## src/rtl/blink_code_ctrl.sv

```systemverilog
// rtl/blink_code_ctrl.sv - LED blink-code sequencer: N on pulses with off spacing, then a trailing gap
module blink_code_ctrl #(
  parameter int UNIT_CYCLES = 1000
) (
  input  logic       clk_i,
  input  logic       rst_i,
  input  logic       code_valid_i,
  output logic       code_ready_o,
  input  logic [3:0] code_pulses_i,
  input  logic [7:0] code_on_i,
  input  logic [7:0] code_off_i,
  input  logic [7:0] code_gap_i,
  input  logic       abort_i,
  output logic       led_o,
  output logic       busy_o,
  output logic       done_o
);

  localparam int PW = (UNIT_CYCLES > 1) ? $clog2(UNIT_CYCLES) : 1;
  localparam logic [PW-1:0] PRESC_MAX = PW'(UNIT_CYCLES - 1);

  localparam logic [1:0] S_IDLE = 2'd0;
  localparam logic [1:0] S_ON   = 2'd1;
  localparam logic [1:0] S_OFF  = 2'd2;
  localparam logic [1:0] S_GAP  = 2'd3;

  logic [1:0]    state_q, state_d;
  logic [3:0]    pulses_q, pulses_d;
  logic [7:0]    on_q, on_d;
  logic [7:0]    off_q, off_d;
  logic [7:0]    gap_q, gap_d;
  logic [PW-1:0] presc_q, presc_d;
  logic [7:0]    unit_q, unit_d;
  logic          done_q, done_d;

  logic [7:0]    cur_units;
  logic          phase_end;
  logic          accept;

  // A zero-length field would stall the unit compare, so it plays as one unit.
  function automatic logic [7:0] eff_units(input logic [7:0] u);
    return (u == 8'd0) ? 8'd1 : u;
  endfunction

  // Length of the phase currently playing and its final-clock detect.
  always_comb begin
    cur_units = gap_q;
    case (state_q)
      S_ON:    cur_units = on_q;
      S_OFF:   cur_units = off_q;
      default: cur_units = gap_q;
    endcase
    phase_end = (presc_q == PRESC_MAX) && (unit_q == cur_units - 8'd1);
    accept    = (state_q == S_IDLE) && code_valid_i && !abort_i;
  end

  // Sequencer next state: acceptance, abort, phase advance and timing counters.
  always_comb begin
    state_d  = state_q;
    pulses_d = pulses_q;
    on_d     = on_q;
    off_d    = off_q;
    gap_d    = gap_q;
    presc_d  = presc_q;
    unit_d   = unit_q;
    done_d   = 1'b0;
    if (state_q == S_IDLE) begin
      if (accept) begin
        pulses_d = code_pulses_i;
        on_d     = eff_units(code_on_i);
        off_d    = eff_units(code_off_i);
        gap_d    = eff_units(code_gap_i);
        presc_d  = '0;
        unit_d   = 8'd0;
        state_d  = (code_pulses_i != 4'd0) ? S_ON : S_GAP;
      end
    end else if (abort_i) begin
      state_d  = S_IDLE;
      pulses_d = 4'd0;
      presc_d  = '0;
      unit_d   = 8'd0;
    end else if (phase_end) begin
      presc_d = '0;
      unit_d  = 8'd0;
      case (state_q)
        S_ON:  state_d = (pulses_q > 4'd1) ? S_OFF : S_GAP;
        S_OFF: begin
          pulses_d = pulses_q - 4'd1;
          state_d  = S_ON;
        end
        default: begin
          state_d = S_IDLE;
          done_d  = 1'b1;
        end
      endcase
    end else if (presc_q == PRESC_MAX) begin
      presc_d = '0;
      unit_d  = unit_q + 8'd1;
    end else begin
      presc_d = presc_q + 1'b1;
    end
  end

  // State and counter registers, cleared asynchronously.
  always_ff @(posedge clk_i or posedge rst_i) begin
    if (rst_i) begin
      state_q  <= S_IDLE;
      pulses_q <= 4'd0;
      on_q     <= 8'd0;
      off_q    <= 8'd0;
      gap_q    <= 8'd0;
      presc_q  <= '0;
      unit_q   <= 8'd0;
      done_q   <= 1'b0;
    end else begin
      state_q  <= state_d;
      pulses_q <= pulses_d;
      on_q     <= on_d;
      off_q    <= off_d;
      gap_q    <= gap_d;
      presc_q  <= presc_d;
      unit_q   <= unit_d;
      done_q   <= done_d;
    end
  end

  // Outputs decode straight from state so reset drops the LED without a clock.
  always_comb begin
    code_ready_o = (state_q == S_IDLE);
    busy_o       = (state_q != S_IDLE);
    led_o        = (state_q == S_ON);
    done_o       = done_q;
  end

endmodule

```

## config.mk

```make
export PLATFORM = sky130hd
export DESIGN_NAME = blink_code_ctrl
export DESIGN_NICKNAME = d
export VERILOG_FILES = /design/src/rtl/blink_code_ctrl.sv
export SDC_FILE = /design/constraint.sdc
export NUM_CORES = 1
export LEC_CHECK = 0
export BUFFER_PORTS_ARGS = -buffer_cell sky130_fd_sc_hd__clkbuf_2
export CAP_MARGIN = 25
export CORE_MARGIN = 2
export CORE_UTILIZATION = 41
export CTS_BUF_LIST = sky130_fd_sc_hd__clkbuf_4 sky130_fd_sc_hd__clkbuf_8
export CTS_CLUSTER_DIAMETER = 80
export DETAILED_ROUTE_END_ITERATION = 8
export SETUP_SLACK_MARGIN = 0.4
export SKIP_LAST_GASP = 1
export SYNTH_ARGS = -nofsm -noshare
export SYNTH_HDL_FRONTEND = slang
export SYNTH_SLANG_ARGS = --single-unit
```

## constraint.sdc

```tcl
create_clock -name clk_i -period 3.9 [get_ports clk_i]
set_clock_uncertainty 0.05 [all_clocks]
set_input_delay 0.195 -clock clk_i [delete_from_list [all_inputs] [get_ports clk_i]]
set_output_delay 0.195 -clock clk_i [all_outputs]
set_load 0.05 [all_outputs]
```

==> reports/metrics.cfg <==
[die]
die_h_um=86.66
die-area_um2=7510
core_um2=6719
ioPinCount=36
start_util_pct=41.69
die_w_um=86.66
core.rowCount=30

[synth]
netlist-cell-type-count=47
yosysTopAreaCellShare_pct=43.77
ys.warnings.count=0
synthMuxAreaShare_pct=10.45
async_flop_share_pct=100.0
yosys.cell_count.top_type=dfrtp_1
syn_nets=321
synth_compound_area_share_pct=15.68
synthTopCellsByArea=dfrtp_1 (44%), mux2_2 (8.4%), ha_1 (3.6%)
synth_edf_count=0
synthCells=281
synth_common_cells=dfrtp_1 (49), nor2_1 (24), nand2_1 (22)
synth_seq_area_share_pct=43.77
yosys_most_used_dff=dfrtp_1
synth_fa_ha_area_share_pct=3.573
synthXorXnorAreaFrac_pct=5.628
synth-simple-area-share_pct=16.84
syn-mean-instance-area_um2=9.970
ys_ff_latch=49
synth_top_family_by_area=simple AND/OR/NAND/NOR gates
syn_area_um2=2801
synth_top_area_cell=dfrtp_1

[grt]
grt_max_degree=33
grt_pass1_vias=2092
grt_usage_pct=17.68
grt_pass1_wl_um=10430
gr-total-overflow=0
antenna_found_initial=0

[clocking]
root_buffer=clkbuf_8
clockBufferDepth=2
tritoncts=built
cts.clk_slew.worst_paths_ps=90
cts_buffers=5
htreeDepth=2
worstSkewPairLatency_ps=300
cts_setup_buffers=0
cts_sinks=49

[routing]
dr_total_vias=2214
drt-pass1-iter-count=4
drt-initial-drc-count=107
drtAntennaViolNets=0
viasPerCell=5.563
avgRoutedWirePerCell_um=15.37
routed_wl_um=6117
route.detailed.drc=0

[worst_setup_path]
required_ps=4080
cp_cell_sequence=inv_1 -> ha_2 -> buf_4 -> a21oi_1 -> inv_1 -> ha_1 -> a21oi_1 -> nor4_1 -> or4b_1 -> o211a_2 -> o31ai_4 -> mux2i_1
slowest_stage=or4b_1
worst_setup_path_end_kind=flip-flop
crit_family=compound AO/OA/AOI/OAI gates
critPathKind=flip-flop to flip-flop
start_kind=flip-flop
cp_max_fo=9
crit_buf_inv=3
crit_path_max_incr_delay_ps=480
worstPathArrival_ps=3410

[layout]
final_util_pct=47.36
final.fill_count=642
drive_gt1_share_pct=24.53
nNetsFinal=357
stdcell_area_um2=3182
antenna_cells=0
synthToLayoutAreaGrowth_pct=13.58

[power_and_ir_drop]
p_leak_nw=1.415
pwr_density_cell_nw_per_um2=864.5
max-vdd-ir-drop_uv=305.0
design_power_total_mw=2.751

[timing]
finalCritPeriodShare_pct=82.97
timing.fmax_mhz=309.0
rsz0062_at_grt=no
fin_setup_tns_ps=0
setup_viol=0
slew_viol_final=0
postLayoutSetupSlackWorst_ps=664.2
worst_pin_slew_ps=583.7
max_slew_margin_pct=61.08
finalHoldViolCount=0
layout_min_cycle_time_ps=3236

[placement]
place_area_um2=3047
dp.final_hpwl_um=4592
io_buffers=35
gp_congestion=0.8395
dp_slack_ps=539.7

[min_path]
hp-class=input pin to flip-flop

[status]
status=complete, no violations

[flow_run]
maxCapViolCount=0

-- logic make-up after synthesis --
kind of cell / count (synthesis)
AND/OR/NAND/NOR: 95
AO/OA/AOI/OAI: 64
flip-flops: 49
multiplexers: 25
buffers and inverters: 22
XOR/XNOR: 18
adder cells (fa/ha/maj): 8
-- through the flow --
| stage | std cells | hold WS [ps] |
|---|---|---|
| 3_5_place_dp | 389 | 139.5 |
| 3_3_place_gp | 388 | 395.8 |
| 6_report | 398 | 89.61 |
| 5_1_grt | 398 | 69.69 |
| 4_1_cts | 398 | 82.44 |
| 2_1_floorplan | 281 | 295.6 |
-- layout make-up --
| class | count | area [um^2] | area share (%) |
|---|---|---|---|
| clock inverter | 1 | 30.03 | 0.9438 |
| clock buffer | 7 | 90.09 | 2.831 |
| tap | 80 | 100.1 | 3.146 |
| timing repair buffer | 40 | 227.7 | 7.157 |
| sequential | 49 | 1226 | 38.54 |
| multi-input combinational | 210 | 1466 | 46.09 |
| inverter | 11 | 41.29 | 1.298 |
-- metal layers --
metal  part of all wire (%)  global-route usage [%]  wire, um  up-vias
met2                     46                   26.15      2842       46
met1                     49                   26.37      2992     1071
met5                      0                       0         0        -
met3                    3.0                   2.857       184        8
met4                    1.6                   5.824        98        0
li1                       -                       -         -     1089
-- sequential cells by signal, summed over array words and instances (netlist names) --
signal and count:
state_q 2, unit_q 8, off_q 8, done_o 1
gap_q 8, presc_q 10, on_q 8, pulses_q 4
-- worst register-to-register path, stage by stage (launching register included) --
cell,delay [ps]
dfrtp_1,410
inv_1,100
ha_2,340
buf_4,200
a21oi_1,200
inv_1,110
ha_1,250
a21oi_1,120
nor4_1,60
or4b_1,480
o211a_2,230
o31ai_4,410
mux2i_1,220
-- final timing paths --
check,startpoint,end,depth (start not counted),slack (ps)
min in group asynchronous,rst_i,presc_q[0],3,360
max in group asynchronous,rst_i,pulses_q[1],4,2940
min,code_on_i[4],on_q[4],2,90
min reg2reg,off_q[0],off_q[0],2,440
max reg2reg,state_q[0],state_q[1],12,660
max,state_q[0],state_q[1],12,660
-- cells in the final DEF (no fill, tap or decap), types with 2 or more instances in the layout --
cell       netlist  routed
and3_1           6       6
nor2_1          24      24
dfrtp_1         49      49
nand2_1         22      22
o21ai_0         14      14
xnor2_1          7       7
a22o_1           2       2
nor3_1          12      12
nand2b_1         2       2
a2bb2oi_1        3       3
o31ai_1          2       2
o31a_1           2       2
ha_1             8       6
nor4_1           8       8
a22oi_1          6       6
nand3_1          5       5
nand4_1          9       9
ha_2             0       2
o21a_1           2       2
clkbuf_8         0       6
a21oi_1         17      17
a211oi_1         3       3
mux2i_1          2       2
inv_1           11      10
xor2_1          11      11
buf_4            0       3
mux2_2          21      21
clkbuf_2         0      35
a21o_1           3       3
-- what timing repair did --
item | CTS | global route
hold endpoints to repair | 17 | 0
resized for setup | 0 | 3
hold buffers | 1 | 0
setup endpoints to repair | 0 | 13
-- where the power goes --
part	leakage, nW	internal, mW	switching (mW)
combinational	0.730	0.640	0.906
sequential	0.622	0.684	0.134
clock	0.0619	0.216	0.170
(Power assumes the default switching activity.)
